$ cat src/rtl/sram_bus_pkg.sv
// Shared owner tags, transfer-size encodings and arbitration state for the SRAM bus arbiter.
// Owner tag is the single bit stored per outstanding request in the owner FIFO.
package sram_bus_pkg;

    localparam logic OWNER_INST = 1'b0;
    localparam logic OWNER_DATA = 1'b1;

    localparam logic [1:0] SIZE_BYTE = 2'd0;
    localparam logic [1:0] SIZE_HALF = 2'd1;
    localparam logic [1:0] SIZE_WORD = 2'd2;

    // ARB_OPEN: free to arbitrate; ARB_LOCK_*: a request sits on the bus unaccepted.
    typedef enum logic [1:0] {
        ARB_OPEN      = 2'd0,
        ARB_LOCK_INST = 2'd1,
        ARB_LOCK_DATA = 2'd2
    } arb_state_e;

    // Unlocked choice: contention resolved by prio, otherwise whoever is asking.
    function automatic logic pick_owner(input logic data_req, input logic both_req,
                                        input logic prio);
        if (both_req)
            return prio;
        return data_req ? OWNER_DATA : OWNER_INST;
    endfunction

endpackage

$ cat src/rtl/sram_bus_arbiter_owner_fifo.sv
// Owner FIFO: one tag bit per accepted-but-unanswered request, DEPTH entries (power of 2).
// Zero latency: head reflects the oldest entry combinationally; push ignored when full, pop when empty.
// Backpressure: full/count let the arbiter stop issuing; simultaneous push+pop keeps count.
module owner_fifo #(
    parameter int DEPTH = 2
) (
    input  logic                     clk,
    input  logic                     rst,
    input  logic                     push,
    input  logic                     push_owner,
    input  logic                     pop,
    output logic                     head,
    output logic                     full,
    output logic                     empty,
    output logic [$clog2(DEPTH):0]   count
);

    localparam int PTR_W = $clog2(DEPTH);

    logic [DEPTH-1:0] slots;
    logic [PTR_W-1:0] wr_ptr;
    logic [PTR_W-1:0] rd_ptr;
    logic             do_push;
    logic             do_pop;

    assign full    = (count == (PTR_W+1)'(DEPTH));
    assign empty   = (count == '0);
    assign do_push = push & ~full;
    assign do_pop  = pop & ~empty;
    assign head    = slots[rd_ptr];

    // Pointers wrap naturally because DEPTH is a power of two.
    always_ff @(posedge clk or posedge rst) begin
        if (rst) begin
            slots  <= '0;
            wr_ptr <= '0;
            rd_ptr <= '0;
            count  <= '0;
        end else begin
            if (do_push) begin
                slots[wr_ptr] <= push_owner;
                wr_ptr        <= wr_ptr + PTR_W'(1);
            end
            if (do_pop)
                rd_ptr <= rd_ptr + PTR_W'(1);
            case ({do_push, do_pop})
                2'b10:   count <= count + (PTR_W+1)'(1);
                2'b01:   count <= count - (PTR_W+1)'(1);
                default: count <= count;
            endcase
        end
    end

endmodule

$ cat src/rtl/sram_bus_arbiter.sv
// Shares one SRAM-like bus between the IF and MEM ports; ARB_ROUND_ROBIN_EN makes contention alternate.
// Latency: zero-cycle combinational grant/mux; responses demuxed in issue order via the owner FIFO.
// Backpressure: bus_req drops when MAX_OUT requests are outstanding; an unaccepted request locks the grant.
module sram_bus_arbiter
    import sram_bus_pkg::*;
#(
    parameter int ADDR_W  = 32,
    parameter int DATA_W  = 32,
    parameter int MAX_OUT = 2
) (
    input  logic              clk,
    input  logic              rst,

    input  logic              inst_req,
    input  logic              inst_wr,
    input  logic [1:0]        inst_size,
    input  logic [3:0]        inst_wstrb,
    input  logic [ADDR_W-1:0] inst_addr,
    input  logic [DATA_W-1:0] inst_wdata,
    output logic              inst_addr_ok,
    output logic              inst_data_ok,
    output logic [DATA_W-1:0] inst_rdata,

    input  logic              data_req,
    input  logic              data_wr,
    input  logic [1:0]        data_size,
    input  logic [3:0]        data_wstrb,
    input  logic [ADDR_W-1:0] data_addr,
    input  logic [DATA_W-1:0] data_wdata,
    output logic              data_addr_ok,
    output logic              data_data_ok,
    output logic [DATA_W-1:0] data_rdata,

    output logic              bus_req,
    output logic              bus_wr,
    output logic [1:0]        bus_size,
    output logic [3:0]        bus_wstrb,
    output logic [ADDR_W-1:0] bus_addr,
    output logic [DATA_W-1:0] bus_wdata,
    input  logic              bus_addr_ok,
    input  logic              bus_data_ok,
    input  logic [DATA_W-1:0] bus_rdata,

    output logic              err_resp
);

    localparam int CNT_W = $clog2(MAX_OUT) + 1;

    arb_state_e       state_q;
    arb_state_e       state_d;
    logic             grant;
    logic             prio;
    logic             both_req;
    logic             accept;
    logic             resp_vld;
    logic             fifo_head;
    logic             fifo_full;
    logic             fifo_empty;
    logic [CNT_W-1:0] fifo_count;

    assign both_req = inst_req & data_req;

`ifdef ARB_ROUND_ROBIN_EN
    logic prio_q;

    // After a contended accept the loser gets first pick next time.
    always_ff @(posedge clk or posedge rst) begin
        if (rst)
            prio_q <= OWNER_DATA;
        else if (accept && both_req)
            prio_q <= ~grant;
    end

    assign prio = prio_q;
`else
    assign prio = OWNER_DATA;
`endif

    always_ff @(posedge clk or posedge rst) begin
        if (rst)
            state_q <= ARB_OPEN;
        else
            state_q <= state_d;
    end

    // A locked owner keeps the bus; if it withdraws, fall back to normal arbitration.
    always_comb begin
        state_d = ARB_OPEN;
        grant   = pick_owner(data_req, both_req, prio);
        case (state_q)
            ARB_LOCK_INST: if (inst_req) grant = OWNER_INST;
            ARB_LOCK_DATA: if (data_req) grant = OWNER_DATA;
            default:       ;
        endcase
        if (bus_req && !bus_addr_ok)
            state_d = (grant == OWNER_DATA) ? ARB_LOCK_DATA : ARB_LOCK_INST;
    end

    // Full blocks issue even when a response frees a slot this same cycle.
    assign bus_req = (inst_req | data_req) & ~fifo_full & ~rst;
    assign accept  = bus_req & bus_addr_ok;

    assign bus_wr    = (grant == OWNER_DATA) ? data_wr    : inst_wr;
    assign bus_size  = (grant == OWNER_DATA) ? data_size  : inst_size;
    assign bus_wstrb = (grant == OWNER_DATA) ? data_wstrb : inst_wstrb;
    assign bus_addr  = (grant == OWNER_DATA) ? data_addr  : inst_addr;
    assign bus_wdata = (grant == OWNER_DATA) ? data_wdata : inst_wdata;

    assign inst_addr_ok = accept & (grant == OWNER_INST);
    assign data_addr_ok = accept & (grant == OWNER_DATA);

    owner_fifo #(
        .DEPTH (MAX_OUT)
    ) u_owner_fifo (
        .clk        (clk),
        .rst        (rst),
        .push       (accept),
        .push_owner (grant),
        .pop        (resp_vld),
        .head       (fifo_head),
        .full       (fifo_full),
        .empty      (fifo_empty),
        .count      (fifo_count)
    );

    // Head is the pre-push entry, so a same-cycle accept never answers itself.
    assign resp_vld     = bus_data_ok & ~fifo_empty;
    assign inst_data_ok = resp_vld & (fifo_head == OWNER_INST);
    assign data_data_ok = resp_vld & (fifo_head == OWNER_DATA);
    assign inst_rdata   = bus_rdata;
    assign data_rdata   = bus_rdata;

    always_ff @(posedge clk or posedge rst) begin
        if (rst)
            err_resp <= 1'b0;
        else if (bus_data_ok && fifo_count == '0)
            err_resp <= 1'b1;
    end

endmodule

$ cat config.mk
export PLATFORM = sky130hd
export DESIGN_NAME = sram_bus_arbiter
export DESIGN_NICKNAME = d
export VERILOG_FILES = /design/src/rtl/sram_bus_pkg.sv /design/src/rtl/sram_bus_arbiter_owner_fifo.sv /design/src/rtl/sram_bus_arbiter.sv
export SDC_FILE = /design/constraint.sdc
export NUM_CORES = 1
export LEC_CHECK = 0
export ABC_AREA = 1
export CORE_AREA = 2 2 126 128
export CTS_CLUSTER_DIAMETER = 80
export DETAILED_ROUTE_END_ITERATION = 10
export DIE_AREA = 0 0 128 130
export GPL_ROUTABILITY_DRIVEN = 0
export GPL_TIMING_DRIVEN = 0
export PLACE_DENSITY = 0.62
export RECOVER_POWER = 50
export SYNTH_ARGS = -nofsm -noshare
export SYNTH_HDL_FRONTEND = slang
export SYNTH_HIERARCHICAL = 1
export SYNTH_SLANG_ARGS = --single-unit
$ cat constraint.sdc
create_clock -name clk -period 1.8 [get_ports clk]
set_clock_uncertainty 0.2 [all_clocks]
set_input_delay 0.27 -clock clk [delete_from_list [all_inputs] [get_ports clk]]
set_output_delay 0.27 -clock clk [all_outputs]
set_load 0.01 [all_outputs]
## Word-level counts from Yosys, hierarchy flattened

Cells that the tools add are included.

| storage, ports and cells | value |
|---|---|
| logic and storage cells | 61 |
| output and inout bits | 141 |
| input port bits | 180 |
| register bits | 9 |

| operators by class | value |
|---|---|
| equal/unequal tests | 5 |
| magnitude comparators | 3 |
| $add $sub $neg | 4 |
| reductions and logical operators | 6 |
| bitwise operators | 17 |
| muxes and demuxes | 20 |

Operators with widths:

| kind | number |
|---|---|
| two-way mux 32 bit | 2 |
| bitwise AND 1 bit | 11 |
| two-way mux 1 bit | 10 |
| equality test 2 bit, second input constant | 3 |
| two-way mux 2 bit | 3 |
| inverter 1 bit | 5 |
| equality test 2 x 1 -> 1 bit, second input constant | 2 |
| less-than comparator 1 x 2 -> 1 bit, second input constant | 2 |
| two-way mux 4 bit | 1 |
| one-hot mux 2 bit (2 select lines) | 1 |
| logical AND 1 bit | 3 |
| adder 1 bit, second input constant | 2 |
| adder 2 x 1 -> 2 bit, second input constant | 1 |
| bitwise mux 2 bit | 1 |
| zero test 2 bit | 1 |
| one-hot mux 1 bit (2 select lines) | 1 |
| nonzero test 2 bit | 1 |
| subtractor 2 x 1 -> 2 bit, second input constant | 1 |
| demux 1 bit (select 1 bit) | 1 |
| >= comparator 1 bit, second input constant | 1 |
| zero test 1 bit | 1 |
| bitwise OR 1 bit | 1 |

## Depth between registers and ports, before layout

| logic depth | value |
|---|---|
| word-level depth | 8 |
| mapped depth | 13 |
| mapped depth without buffers | 13 |

## Cells and area by module

The synthesis kept the hierarchy.

By module, submodules not included:

| module | seq. area each (um2) | instances | area each (um2) | cells an instance |
|---|---|---|---|---|
| sram_bus_arbiter | 75.1 | 1 | 1734.2 | 332 |
| owner_fifo | 150.1 | 1 | 339.1 | 43 |

## Least setup slack after synthesis

No wires, ideal clock.

| timing path | value |
|---|---|
| path kind | register to register |
| start | register u_owner_fifo.count[0] |
| end | register u_owner_fifo.count[1] |
| data required time | 1.483 ns |
| clock period less this slack | 1.897 ns |
| data arrival time | 1.580 ns |
| path slack | -0.097 ns |
| cell stages (with the launch flop) | 13 |
| library setup time | 0.117 ns |
| buffers on the path | 0 |
| cells stage by stage | dfrtp_1 inv_2 nand2_4 inv_1 nor2_1 nand3_1 inv_1 nand2_2 ha_1 inv_1 nand3_1 nand2_1 nand2_1 |

| between the ends | value |
|---|---|
| longest elaborated chain between the ends | 8 |
| elaborated cells on any way between the ends | 16 |
| classes of those cells | add/sub: 2; eq/ne: 3; mux: 1; bitwise: 8; reduce/logical: 2 |

Ends and longest elaborated chain:

| what | RTL line | text |
|---|---|---|
| start, declared | sram_bus_arbiter_owner_fifo.sv:15 | `output logic [$clog2(DEPTH):0] count` |
| start signal, assigned | sram_bus_arbiter_owner_fifo.sv:47 | `2'b10: count <= count + (PTR_W+1)'(1);` |
| start signal, assigned | sram_bus_arbiter_owner_fifo.sv:48 | `2'b01: count <= count - (PTR_W+1)'(1);` |
| start signal, assigned | sram_bus_arbiter_owner_fifo.sv:49 | `default: count <= count;` |
| equality test 2 bit * | sram_bus_arbiter_owner_fifo.sv:26 | `assign full = (count == (PTR_W+1)'(DEPTH));` |
| net fifo_full | sram_bus_arbiter.sv:57 | `logic fifo_full;` |
| inverter 1 bit * | sram_bus_arbiter.sv:100 | `assign bus_req = (inst_req \| data_req) & ~fifo_full & ~rst;` |
| bitwise AND 1 bit * (2 in series) | sram_bus_arbiter.sv:100 |  |
| bitwise AND 1 bit * | sram_bus_arbiter.sv:101 | `assign accept = bus_req & bus_addr_ok;` |
| net accept | sram_bus_arbiter.sv:54 | `logic accept;` |
| bitwise AND 1 bit * | sram_bus_arbiter_owner_fifo.sv:28 | `assign do_push = push & ~full;` |
| equality test 2 x 1 -> 1 bit / equality test 2 bit (equally long branches) | sram_bus_arbiter_owner_fifo.sv:46 | `case ({do_push, do_pop})` |
| one-hot mux 2 bit (2 select lines) / nonzero test 2 bit (equally long branches) | - |  |

Mark *: on every way through the listed nets, which the timed path passes. The rest lies on a longest branch.
A chain may end at the register's enable or synchronous reset.

## Final worst setup path

| timing path | value |
|---|---|
| start | register state_q[0] |
| end | output bus_addr[9] |

| between the ends | value |
|---|---|
| longest elaborated chain between the ends | 3 |
| elaborated cells on any way between the ends | 4 |
| classes of those cells | eq/ne: 2; mux: 2 |

Ends and longest elaborated chain:

| what | RTL line | text |
|---|---|---|
| start, declared | sram_bus_arbiter.sv:49 | `arb_state_e state_q;` |
| start signal, assigned | sram_bus_arbiter.sv:83 | `state_q <= state_d;` |
| equality test 2 bit / equality test 2 x 1 -> 1 bit (equally long branches) | sram_bus_arbiter.sv:90 | `case (state_q)` |
| one-hot mux 1 bit (2 select lines) * | sram_bus_arbiter.sv:90 |  |
| two-way mux 32 bit * | sram_bus_arbiter.sv:106 | `assign bus_addr = (grant == OWNER_DATA) ? data_addr : inst_addr;` |
| end, declared | sram_bus_arbiter.sv:38 | `output logic [ADDR_W-1:0] bus_addr,` |

Every way passes the cells marked *; elsewhere a longest branch is shown, timed or not.

==> flow_summary_export.csv <==
group,metric,value,unit
yosys,postSynthAreaPerCell,5.53,sq um
setup_path,required,1.33,ns
place,dpl_worst_slack,-1.04,ns
clock_network,clock-sinks,9,
yosys,synth_xor_xnor_area_share,0.422,%
clock_network,cts_tree,"yes",
cells_and_area,nNetsFinal,886,
yosys,synth-seq-cells,9,
yosys,yosys-top-cells-count,"nand2_1, nand3_1, buf_4",
floorplanning,fp.coreArea,15400,sq um
clock_network,deepest_level_of_the_cts_h_tree,1,
floorplanning,overall_die_width,128,um
yosys,synth_async_sr_flop_share,100,%
global_routing,antenna_found_initial,0,
timing,timing.setup.tns,-35.59,ns
timing,max_freq,421,MHz
clock_network,insertion_delay,0.23,ns
floorplanning,num_ports,321,
timing,maxSlewHeadroom,40.1,%
yosys,synth_warn,6,
cells_and_area,finish.cell_count_without_fillers,895,
yosys,synth.distinct_cells,22,
setup_path,r2r_slack,-0.02,ns
setup_path,worst_r2r_startpoint,"state_q[0]",
yosys,synth-edff-count,0,
yosys,synth.cell_area,2070,sq um
timing,layout_worst_path_cycle_share,132,%
outcome,violated_checks,"setup timing",
global_routing,first_global_vias,3272,
yosys,synthTopCellsByArea,"nand2_1, buf_4, nand3_1, dfrtp_1, buf_6",
place,numPortBuffers,287,
setup_path,worstPathMaxFanout,6,
setup_path,start_kind,"register",
yosys,synth_fp_nets,558,
setup_path,reg2reg_depth,10,
power,max-vdd-ir-drop,0.332,mV
global_routing,grt_pass1_wl,17.5,mm
setup_path,critPathCaptureType,"output port",
detailed_routing,drt-pass1-iter-count,6,
min_path,timing.hold.worst.class,"input port to asynchronous set/reset pin",
yosys,postSynth.topFlopCell,"dfrtp_1",
global_routing,grt_usage,13.6,%
timing,final_period_minus_worst_setup_slack,2.38,ns
yosys,syn-instance-count,375,
yosys,synth-compound-area-share,0.241,%
setup_path,critPathKind,"register to output port",
floorplanning,die_y,130,um
yosys,yosys.area.top_type_share,28.4,%
clock_network,hold_buf_cts,0,
cells_and_area,post_route_cells_drive_above_1_share,40.6,%
floorplanning,initial_core_util,13.4,%
power,cellPowerDensity,555,nW/um^2
clock_network,cts_made_buffers,3,
job,drv.max_cap_violation_count,0,
detailed_routing,drc,0,
timing,worst_pin_slew,0.898,ns
outcome,run_status,"complete, but fails checks",
detailed_routing,detailroute.via_count,3486,
detailed_routing,routed_wire_length_per_instance,14.3,um
cells_and_area,fillers,1633,
yosys,synth_top_family_by_area,"simple AND/OR/NAND/NOR gates",
yosys,muxShareOfSynthArea,0,%
clock_network,clkTransAtPathRegs,0.04,ns
detailed_routing,avg_vias_per_cell,3.89,
global_routing,pin_count_of_the_biggest_net_entering_global_routing,11,
floorplanning,placementRows,46,
floorplanning,die_area,16600,sq um
place,hpwlAfterDp,9.77,mm
clock_network,ctsLongestPathBuffers,2,
cells_and_area,final_core_util,38.5,%
power,power_leakage,2.93,nW
yosys,yosysMostFrequentCell,"nand2_1",
clock_network,cts_root_buf,"clkbuf_16",
detailed_routing,antenna_violating_nets_post_route,0,
global_routing,grt_overflow,0,
place,post-place-cells,854,
setup_path,critical_path.reg2reg.endpoint,"state_q[1]",
yosys,synth_area_leader_cell,"nand2_1",
detailed_routing,drt_wl_total,12.8,mm
cells_and_area,area_growth,186,%
timing,unrepaired_setup_endpoints_after_global_routing,"true",
setup_path,data_arrival_time_of_the_critical_path,1.91,ns
timing,timing.final.hold_violations,0,
yosys,area_fraction_in_and_or_nand_and_nor_cells_after_synthesis,53.0,%
timing,fin_ws,-0.577,ns
detailed_routing,drt_first_iter_violations,65,
timing,report.final.slew_viol_count,0,
yosys,synth_seq_area_share,10.9,%
yosys,adder_and_majority_gate_portion_of_the_synthesized_area,1.81,%
timing,setup_viol_count_final,79,
==> report_power, final <==
part           switching, mW  internal [mW]  leakage, nW
registers             0.0645          0.280        0.109
logic                   1.14           1.43         2.79
clock network         0.0918          0.295       0.0382
total                   1.29           2.00         2.93
==> through the flow <==
stage / hold WS (ns) / total power [mW] / area, sq um
after floorplan: -0.176 / 1.30 / 2080
after global placement: 0.256 / 2.43 / 5190
after detailed placement: 0.262 / 2.44 / 5190
after CTS: 0.0906 / 3.15 / 5660
after global routing: 0.268 / 3.55 / 5930
final: 0.251 / 3.30 / 5940
==> final cells by class <==
cell class                      instances  area (sq um)  area share, %
Antenna cell                            1          2.50         0.0422
Tap cell                              192           240           4.05
Sequential cell                         9           226           3.82
Multi-Input combinational cell        260          1480           24.9
Clock buffer                            4          78.8           1.33
Buffer                                 83           668           11.3
Inverter                               19          78.8           1.33
Timing Repair Buffer                  327          3160           53.3
==> layer usage <==
layer	GRT usage, %	share of wire [%]	up-vias
li1	-	-	1770
met1	16.9	41	1551
met2	25.2	51	158
met3	2.83	7.3	7
met4	1.23	0.45	0
met5	0	0	-
==> cell families after synthesis <==
group | Yosys count
and+or+nand+nor | 255
buffers and inverters | 106
DFF | 9
adders and majority gates | 3
AOI/OAI and AO/OA | 1
xor gates and xnor gates | 1
==> cell usage in the layout, fill, tap and decap left out, types with 2 or more instances in the layout <==
master | netlist | layout
or2_2 | 2 | 2
nor2_1 | 7 | 2
clkbuf_16 | 0 | 5
nand2_1 | 157 | 98
dlygate4sd3_1 | 0 | 31
clkbuf_2 | 0 | 2
clkbuf_1 | 8 | 6
buf_2 | 5 | 52
buf_4 | 64 | 78
nand3_2 | 1 | 7
nor3_1 | 2 | 2
nand4_1 | 3 | 3
dfrtp_1 | 9 | 8
nor2_4 | 0 | 4
inv_2 | 1 | 5
buf_12 | 0 | 9
buf_6 | 7 | 38
buf_8 | 0 | 8
clkbuf_8 | 0 | 2
inv_1 | 18 | 13
nand2_4 | 1 | 14
nand3_1 | 75 | 67
clkdlybuf4s50_1 | 0 | 180
nand2_2 | 5 | 51
ha_4 | 0 | 2
nand3_4 | 0 | 2
==> critical path: stages, from the launching register on <==
cell and delay (ns):
dfrtp_1 0.39, inv_2 0.08, ha_4 0.20, nor2_4 0.12, nand2_4 0.10, nand2_4 0.11, buf_12 0.15, buf_8 0.14
clkbuf_16 0.16, nand2_2 0.04, nand2_1 0.05, buf_2 0.13
==> registers in the layout, indices dropped and copies added, names as in the netlist <==
signal	count
state_q	2
u_owner_fifo/count	2
u_owner_fifo/slots	2
err_resp	1
u_owner_fifo/rd_ptr	1
u_owner_fifo/wr_ptr	1
==> worst max-delay path by stage <==
stage	startpoint	endpoint	slack (ns)
global route	state_q[0]	bus_addr[9]	-0.67
CTS	state_q[0]	bus_addr[12]	-0.66
global placement	inst_req	bus_addr[6]	-1.02
detailed placement	inst_req	bus_addr[6]	-1.04
floorplan	state_q[0]	bus_addr[0]	0.006
finish	state_q[0]	bus_addr[9]	-0.58
==> timing repair <==
| item | in CTS | in global routing |
|---|---|---|
| gates resized for setup | 346 | 131 |
| setup endpoints to repair | 82 | 82 |
| gates cloned | 4 | 2 |
| setup buffers | 35 | 3 |
| pin swaps | 15 | 12 |
Note: power is estimated with default switching activity, not from simulation.
